[config.mk]
export PLATFORM = sky130hd
export DESIGN_NAME = id_stage_pipe
export DESIGN_NICKNAME = d
export VERILOG_FILES = /design/src/rtl/id_pkg.sv /design/src/rtl/regfile_bypass.sv /design/src/rtl/id_stage_pipe.sv
export SDC_FILE = /design/constraint.sdc
export NUM_CORES = 2
export LEC_CHECK = 0
export BUFFER_PORTS_ARGS = -buffer_cell sky130_fd_sc_hd__buf_2
export CORE_MARGIN = 1.5
export CORE_UTILIZATION = 25
export CTS_BUF_LIST = sky130_fd_sc_hd__clkbuf_4 sky130_fd_sc_hd__clkbuf_8
export CTS_CLUSTER_SIZE = 24
export DETAILED_ROUTE_END_ITERATION = 8
export HOLD_SLACK_MARGIN = 0.06
export PLACE_DENSITY = 0.42
export SYNTH_ARGS = -nofsm -noshare
export SYNTH_HDL_FRONTEND = slang
export SYNTH_SLANG_ARGS = --single-unit
[constraint.sdc]
create_clock -name clk_50 -period 91.2 [get_ports clk_50]
set_input_delay 18.24 -clock clk_50 [delete_from_list [all_inputs] [get_ports clk_50]]
set_output_delay 18.24 -clock clk_50 [all_outputs]
set_load 0.05 [all_outputs]
[src/rtl/id_pkg.sv]
// rtl/id_pkg.sv - shared decode constants, encodings and helpers for the ID stage
package id_pkg;

    localparam logic [6:0] OP_R      = 7'b0110011;
    localparam logic [6:0] OP_IALU   = 7'b0010011;
    localparam logic [6:0] OP_LOAD   = 7'b0000011;
    localparam logic [6:0] OP_STORE  = 7'b0100011;
    localparam logic [6:0] OP_BRANCH = 7'b1100011;
    localparam logic [6:0] OP_JAL    = 7'b1101111;
    localparam logic [6:0] OP_JALR   = 7'b1100111;
    localparam logic [6:0] OP_LUI    = 7'b0110111;
    localparam logic [6:0] OP_AUIPC  = 7'b0010111;

    localparam int CTRL_ALUSRC   = 7;
    localparam int CTRL_MEMTOREG = 6;
    localparam int CTRL_REGWRITE = 5;
    localparam int CTRL_MEMREAD  = 4;
    localparam int CTRL_MEMWRITE = 3;
    localparam int CTRL_BRANCH   = 2;

    typedef enum logic [1:0] {
        ALUOP_ADD = 2'b00,
        ALUOP_BR  = 2'b01,
        ALUOP_R   = 2'b10,
        ALUOP_I   = 2'b11
    } aluop_e;

    typedef enum logic [3:0] {
        ALU_ADD  = 4'b0000,
        ALU_SLL  = 4'b0001,
        ALU_SLT  = 4'b0010,
        ALU_SLTU = 4'b0011,
        ALU_XOR  = 4'b0100,
        ALU_SRL  = 4'b0101,
        ALU_OR   = 4'b0110,
        ALU_AND  = 4'b0111,
        ALU_SUB  = 4'b1000,
        ALU_SRA  = 4'b1101
    } alu_e;

    typedef enum logic [2:0] {
        IMM_NONE,
        IMM_I,
        IMM_S,
        IMM_B,
        IMM_U,
        IMM_J
    } imm_e;

    function automatic logic [31:0] imm_gen(input logic [31:0] inst, input imm_e sel);
        logic [31:0] imm;
        case (sel)
            IMM_I:   imm = {{20{inst[31]}}, inst[31:20]};
            IMM_S:   imm = {{20{inst[31]}}, inst[31:25], inst[11:7]};
            IMM_B:   imm = {{19{inst[31]}}, inst[31], inst[7], inst[30:25], inst[11:8], 1'b0};
            IMM_U:   imm = {inst[31:12], 12'b0};
            IMM_J:   imm = {{11{inst[31]}}, inst[31], inst[19:12], inst[20], inst[30:21], 1'b0};
            default: imm = '0;
        endcase
        return imm;
    endfunction

    // f7b = {inst[30], inst[25]}; inst[25] marks M-extension ops, which fall back to ADD
    function automatic logic [3:0] alu_decode(input logic [1:0] aluop, input logic [2:0] f3,
                                              input logic [1:0] f7b);
        logic [3:0] op;
        case (aluop)
            ALUOP_ADD: op = ALU_ADD;
            ALUOP_BR:  op = ALU_SUB;
            ALUOP_R:   op = f7b[0] ? ALU_ADD : {f7b[1], f3};
            default:   op = (f3 == 3'b101) ? {f7b[1], f3} : {1'b0, f3};
        endcase
        return op;
    endfunction

endpackage

[src/rtl/regfile_bypass.sv]
// rtl/regfile_bypass.sv - single-edge register file with write-back bypass, x0 reads zero
module regfile_bypass
    import id_pkg::*;
#(
    parameter int NREG = 32,
    parameter int XLEN = 32,
    localparam int AW = $clog2(NREG)
) (
    input  logic            clk_i,
    input  logic            rst_i,
    input  logic            we_i,
    input  logic [AW-1:0]   waddr_i,
    input  logic [XLEN-1:0] wdata_i,
    input  logic [AW-1:0]   raddr1_i,
    input  logic [AW-1:0]   raddr2_i,
    output logic [XLEN-1:0] rdata1_o,
    output logic [XLEN-1:0] rdata2_o
);

    logic [XLEN-1:0] mem_q [NREG];

    always_ff @(posedge clk_i or posedge rst_i) begin
        if (rst_i) begin
            for (int i = 0; i < NREG; i++) begin
                mem_q[i] <= '0;
            end
        end else if (we_i && (waddr_i != '0)) begin
            mem_q[waddr_i] <= wdata_i;
        end
    end

    // Same-cycle write-back is forwarded so a reader never sees the stale value
    always_comb begin
        rdata1_o = '0;
        rdata2_o = '0;
        if (raddr1_i != '0) begin
            rdata1_o = (we_i && (waddr_i == raddr1_i)) ? wdata_i : mem_q[raddr1_i];
        end
        if (raddr2_i != '0) begin
            rdata2_o = (we_i && (waddr_i == raddr2_i)) ? wdata_i : mem_q[raddr2_i];
        end
    end

endmodule

[src/rtl/id_stage_pipe.sv]
// rtl/id_stage_pipe.sv - RV32I decode, load-use scoreboard and ID/EX pipeline register
module id_stage_pipe
    import id_pkg::*;
#(
    parameter int XLEN     = 32,
    parameter int NREG     = 32,
    parameter int LOAD_LAT = 1,
    localparam int AW = $clog2(NREG)
) (
    input  logic            clk_50,
    input  logic            rst,
    input  logic            if_valid,
    input  logic [31:0]     if_inst,
    output logic            id_ready,
    input  logic            wb_we,
    input  logic [AW-1:0]   wb_addr,
    input  logic [XLEN-1:0] wb_data,
    input  logic            flush,
    input  logic            ex_ready,
    output logic            ex_valid,
    output logic [XLEN-1:0] ex_rd1,
    output logic [XLEN-1:0] ex_rd2,
    output logic [XLEN-1:0] ex_imm,
    output logic [AW-1:0]   ex_rs1,
    output logic [AW-1:0]   ex_rs2,
    output logic [AW-1:0]   ex_rd,
    output logic [7:0]      ex_ctrl,
    output logic [3:0]      ex_alu_ctrl
);

    logic [6:0]    opcode;
    logic [2:0]    funct3;
    logic [AW-1:0] rs1, rs2, rd;
    logic [7:0]    ctrl;
    logic [3:0]    alu;
    imm_e          imm_sel;
    logic          use_rs1, use_rs2, is_load;
    logic [XLEN-1:0] rd1, rd2, imm;

    assign opcode = if_inst[6:0];
    assign funct3 = if_inst[14:12];
    assign rd     = if_inst[7 +: AW];
    assign rs1    = if_inst[15 +: AW];
    assign rs2    = if_inst[20 +: AW];

    always_comb begin
        ctrl    = '0;
        imm_sel = IMM_NONE;
        use_rs1 = 1'b1;
        use_rs2 = 1'b0;
        case (opcode)
            OP_R: begin
                ctrl[CTRL_REGWRITE] = 1'b1;
                ctrl[1:0] = ALUOP_R;
                use_rs2 = 1'b1;
            end
            OP_IALU: begin
                ctrl[CTRL_ALUSRC] = 1'b1;
                ctrl[CTRL_REGWRITE] = 1'b1;
                ctrl[1:0] = ALUOP_I;
                imm_sel = IMM_I;
            end
            OP_LOAD: begin
                ctrl[CTRL_ALUSRC] = 1'b1;
                ctrl[CTRL_MEMTOREG] = 1'b1;
                ctrl[CTRL_REGWRITE] = 1'b1;
                ctrl[CTRL_MEMREAD] = 1'b1;
                imm_sel = IMM_I;
            end
            OP_STORE: begin
                ctrl[CTRL_ALUSRC] = 1'b1;
                ctrl[CTRL_MEMWRITE] = 1'b1;
                imm_sel = IMM_S;
                use_rs2 = 1'b1;
            end
            OP_BRANCH: begin
                ctrl[CTRL_BRANCH] = 1'b1;
                ctrl[1:0] = ALUOP_BR;
                imm_sel = IMM_B;
                use_rs2 = 1'b1;
            end
            OP_JAL: begin
                ctrl[CTRL_REGWRITE] = 1'b1;
                ctrl[CTRL_BRANCH] = 1'b1;
                imm_sel = IMM_J;
                use_rs1 = 1'b0;
            end
            OP_JALR: begin
                ctrl[CTRL_ALUSRC] = 1'b1;
                ctrl[CTRL_REGWRITE] = 1'b1;
                ctrl[CTRL_BRANCH] = 1'b1;
                imm_sel = IMM_I;
            end
            OP_LUI, OP_AUIPC: begin
                ctrl[CTRL_ALUSRC] = 1'b1;
                ctrl[CTRL_REGWRITE] = 1'b1;
                imm_sel = IMM_U;
                use_rs1 = 1'b0;
            end
            default: ;
        endcase
    end

    assign is_load = (opcode == OP_LOAD);
    assign alu     = alu_decode(ctrl[1:0], funct3, {if_inst[30], if_inst[25]});
    assign imm     = XLEN'($signed(imm_gen(if_inst, imm_sel)));

    regfile_bypass #(.NREG(NREG), .XLEN(XLEN)) u_rf (
        .clk_i    (clk_50),
        .rst_i    (rst),
        .we_i     (wb_we),
        .waddr_i  (wb_addr),
        .wdata_i  (wb_data),
        .raddr1_i (rs1),
        .raddr2_i (rs2),
        .rdata1_o (rd1),
        .rdata2_o (rd2)
    );

    // Entry 0 tracks the instruction in ID/EX; older loads age toward LOAD_LAT-1
    logic [LOAD_LAT-1:0]         sb_v_q, sb_v_d;
    logic [LOAD_LAT-1:0][AW-1:0] sb_rd_q, sb_rd_d;
    logic hazard, adv, issue;

    always_comb begin
        hazard = 1'b0;
        for (int i = 0; i < LOAD_LAT; i++) begin
            if (sb_v_q[i] && ((use_rs1 && sb_rd_q[i] == rs1) || (use_rs2 && sb_rd_q[i] == rs2))) begin
                hazard = 1'b1;
            end
        end
        hazard = hazard & if_valid;
    end

    assign adv      = ex_ready | flush;
    assign issue    = if_valid & ~flush & ex_ready & ~hazard;
    assign id_ready = flush | (ex_ready & ~hazard);

    always_comb begin
        sb_v_d  = sb_v_q;
        sb_rd_d = sb_rd_q;
        if (adv) begin
            for (int i = LOAD_LAT - 1; i > 0; i--) begin
                sb_v_d[i]  = sb_v_q[i-1];
                sb_rd_d[i] = sb_rd_q[i-1];
            end
            sb_v_d[0]  = issue & is_load & (rd != '0);
            sb_rd_d[0] = rd;
        end
    end

    logic            ex_valid_q, ex_valid_d;
    logic [XLEN-1:0] ex_rd1_q, ex_rd1_d, ex_rd2_q, ex_rd2_d, ex_imm_q, ex_imm_d;
    logic [AW-1:0]   ex_rs1_q, ex_rs1_d, ex_rs2_q, ex_rs2_d, ex_rd_q, ex_rd_d;
    logic [7:0]      ex_ctrl_q, ex_ctrl_d;
    logic [3:0]      ex_alu_q, ex_alu_d;

    always_comb begin
        ex_valid_d = 1'b0;
        ex_rd1_d   = '0;
        ex_rd2_d   = '0;
        ex_imm_d   = '0;
        ex_rs1_d   = '0;
        ex_rs2_d   = '0;
        ex_rd_d    = '0;
        ex_ctrl_d  = '0;
        ex_alu_d   = '0;
        if (issue) begin
            ex_valid_d = 1'b1;
            ex_rd1_d   = rd1;
            ex_rd2_d   = rd2;
            ex_imm_d   = imm;
            ex_rs1_d   = rs1;
            ex_rs2_d   = rs2;
            ex_rd_d    = rd;
            ex_ctrl_d  = ctrl;
            ex_alu_d   = alu;
        end
    end

    always_ff @(posedge clk_50 or posedge rst) begin
        if (rst) begin
            sb_v_q     <= '0;
            sb_rd_q    <= '0;
            ex_valid_q <= 1'b0;
            ex_rd1_q   <= '0;
            ex_rd2_q   <= '0;
            ex_imm_q   <= '0;
            ex_rs1_q   <= '0;
            ex_rs2_q   <= '0;
            ex_rd_q    <= '0;
            ex_ctrl_q  <= '0;
            ex_alu_q   <= '0;
        end else begin
            sb_v_q  <= sb_v_d;
            sb_rd_q <= sb_rd_d;
            if (adv) begin
                ex_valid_q <= ex_valid_d;
                ex_rd1_q   <= ex_rd1_d;
                ex_rd2_q   <= ex_rd2_d;
                ex_imm_q   <= ex_imm_d;
                ex_rs1_q   <= ex_rs1_d;
                ex_rs2_q   <= ex_rs2_d;
                ex_rd_q    <= ex_rd_d;
                ex_ctrl_q  <= ex_ctrl_d;
                ex_alu_q   <= ex_alu_d;
            end
        end
    end

    assign ex_valid    = ex_valid_q;
    assign ex_rd1      = ex_rd1_q;
    assign ex_rd2      = ex_rd2_q;
    assign ex_imm      = ex_imm_q;
    assign ex_rs1      = ex_rs1_q;
    assign ex_rs2      = ex_rs2_q;
    assign ex_rd       = ex_rd_q;
    assign ex_ctrl     = ex_ctrl_q;
    assign ex_alu_ctrl = ex_alu_q;

endmodule
==> results.md <==
- Outcome: completed
- Core Box Area: 0.2376 mm2
- Net switching power: 428.1 uW
- Power density cells: 21.51 mW/mm2
- CTS clock-pin slew for the worst setup and hold paths: 0.05 ns
- Final-layout worst hold slack: 0.3945 ns
- Total congestion overflow: 0
- Full die area: 0.2419 mm2
- Total DRC errors in the routed layout: 0
- Synth area leader: dfrtp_1
- Count of flip-flops with a built-in enable after synthesis: 0
- Worst r2r path cells: 7
- Clock tree from TritonCTS: done
- Cell count of the worst hold path: 0
- Starting utilization of the core area: 25.14%
- Hpwl dp: 133200 um
- Routed length on met1: 110600 um
- Rel. slew slack: 18.63%
- Via count of the first global-routing pass: 41785
- Yosys reg bits: 1153
- Number of setup violations in the final report: 0
- Antenna Nets Post-Route: 0
- Finished Core Util: 28.82%
- CTS Buf Count: 214
- Synth top area share: 48.30%
- Maximum clock rate: 25.99 MHz
- Wire length of the first global-routing pass: 338100 um
- Maximum root-to-sink buffer count: 3
- Detailed-router iteration count before antenna repair: 8
- Via Count: 40638
- CP Max Fanout: 72
- Count of standard-cell rows: 179
- Overall routing resource usage: 19.60%
- Wire length reported by the detailed router: 240300 um
- Mapped cell area: 0.05974 mm2
- Layout cells sized above 1: 47.54%
- Final hold violations: 0
- Ratio of routed vias to standard cells: 5.286
- Clock power share: 36.4%
- Data required time of the critical path: 72.96 ns
- Max H-tree Level: 4
- Asr flop ratio synth: 100.0%
- Number of nets in the final layout: 4421
- Number of primary I/O pins: 200
- Amount of wire on met2 after detailed routing: 108500 um
- Max rail drop VDD: 0.01324 mV
- Classification of the worst setup path: in2out
- Clock latency on the worst-skew pair: 0.99 ns
- Max_cap viols: 0
- Area Growth Syn to Fin: 14.66%
- Worst hold path class: reg2reg
- Total of hold buffers inserted after clock tree synthesis: 0
- Leakage power: 0.02982 uW
- Synthesized instance count: 4315
- Dominant synthesized flop cell: dfrtp_1
- Unrepaired setup endpoints after global routing: no
- Transition at the pin with the smallest max-transition slack: 1.220 ns
- Synth warnings: 0
- Master cell of the clock root buffer: clkbuf_8
- Worst-case clock skew: 0.05706 ns
- Routability Congestion: 0.7935
- Average routed wire per standard cell: 31.26 um
- Clock period minus final worst setup slack: 38.47 ns
- Cell internal power dissipation: 1045 uW
- Tot Pwr: 1474 uW
- Comb power frac: 18.4%
- Sequential group share of total power: 45.3%
- Largest net degree at the start of global routing: 109
- Period Utilization, post-route: 42.19%
- Top Layer Used: met5
- Antenna violations before repair: 31
- Post-route setup TNS: 0 ns
- Endpoint kind of the worst setup timing path: output pin
- Max-slew violation count: 0
- Syn nets: 4390
- Part of the Yosys area used for sequential elements: 48.30%
- # port buffers: 199
- Number of clock sinks: 1153
- Die Y: 491.8 um
- Arrival time worst endpoint: 20.23 ns
- Violation count after the first detailed-routing iteration: 3604
- Routed met3 length: 14930 um
- Count of different cell masters after synthesis: 54
- Post-synthesis average cell area: 13.84 um2
- Quantity of gates resized following cts: 0
- Number of buffers inserted by post-CTS setup repair: 0
- Largest cells by area after synthesis: dfrtp_1, mux2_2, mux4_2
- Startpoint Class: primary input
- Floorplan die width: 491.8 um
- Switching power as a share of total power: 29.05%
## cell usage in the layout, fill, tap and decap left out, drive strengths merged, types with 5 or more instances in the layout
cell and count:
a211oi 32, nand3b 6, and3 5, diode 9
nor2 38, clkinv 32, o22ai 15, nor2b 106
clkinvlp 7, a21oi 122, inv 10, a21o 34
a32o 7, buf 296, or2 6, a22oi 157
nand4 32, dfrtp 1153, nor3b 9, xnor2 7
xor2 13, o21ai 38, a32oi 51, mux2i 271
a22o 56, a31oi 26, mux4 336, nand2 62
and2 6, o21a 26, nand3 70, mux2 1062
a221o 25, o221ai 31, clkbuf 335
## worst paths after layout
kind,start,to,slack (ns)
max in group asynchronous,rst,u_rf.mem_q[268]$_DFFE_PP0P_,69.99
min in group asynchronous,rst,ex_rs2[1]$_DFFE_PP0P_,17.43
hold / removal,u_rf.mem_q[1000]$_DFFE_PP0P_,u_rf.mem_q[1000]$_DFFE_PP0P_,0.39
setup / recovery,if_inst[21],id_ready,52.73
setup reg to reg,sb_rd_q[1]$_DFFE_PP0P_,ex_rd2[15]$_DFFE_PP0P_,87.94
hold reg to reg,u_rf.mem_q[1000]$_DFFE_PP0P_,u_rf.mem_q[1000]$_DFFE_PP0P_,0.39
## layer usage
layer  up-vias  GRT usage, %
li1      16637             -
met1     22182         27.67
met2      1448         29.96
met3       359         4.051
met4        12         5.985
met5         -             0
## critical path: stages
cell,delay (ns)
buf_8,0.59
xor2_1,0.19
a2111oi_0,0.57
nand2_1,0.15
a31o_2,0.28
buf_2,0.21
## per-stage QoR
step           cell area [um2]  instances  setup slack [ns]
3_5_place_dp             63950       7297             52.69
2_1_floorplan            59740       4315             40.49
6_report                 68500       7688             52.73
4_1_cts                  68470       7679             52.69
3_3_place_gp             63950       7297             52.72
5_1_grt                  68480       7683             52.50
## cell families after synthesis
group | count (synthesis) | share of synthesized area (%)
multiplexers | 1669 | 37.23
flip-flops | 1153 | 48.30
AO/OA/AOI/OAI | 625 | 7.530
buffers and inverters | 486 | 3.307
AND/OR/NAND/NOR | 362 | 3.343
XOR/XNOR | 20 | 0.2932
## state kept, by name (all words and copies together), names as in the netlist, 5 cells and up
register,flops
ex_rs2,5
u_rf.mem_q,1024
ex_rd2,32
ex_rd,5
ex_rd1,32
sb_rd_q,5
ex_imm,32
ex_rs1,5
ex_ctrl,7
## synthesized netlist by cell type (25+ instances only)
cell type / n
dfrtp_1: 1153
mux2_2: 1062
mux4_2: 336
clkbuf_1: 319
mux2i_1: 271
a22oi_1: 157
a21oi_1: 122
nor2b_1: 105
buf_2: 85
nand3_1: 70
buf_1: 69
nand2_1: 61
a22o_1: 56
a32oi_1: 51
nor2_1: 38
a21o_1: 34
a211oi_1: 32
nand4_1: 32
o221ai_1: 31
a31oi_1: 26
o21a_1: 26
a221o_1: 25
## power by group through the flow
stage / clock (uW) / sequential [uW] / combinational [uW]
final: 536 / 667 / 271
after global routing: 576 / 678 / 291
after CTS: 553 / 664 / 272
after detailed placement: 0 / 673 / 271
after global placement: 0 / 671 / 268
after floorplan: 0 / 658 / 205
## final cells by class
cell class,instances,area [um2]
Fill cell,24127,169100
Sequential cell,1153,28850
Multi-Input combinational cell,2676,29310
Inverter,5,26.28
Timing Repair Buffer,296,1805
Antenna cell,9,22.52
Clock buffer,335,4135
Clock inverter,47,384.1
Tap cell,3167,3963
Power figures use the tool's default switching activity.
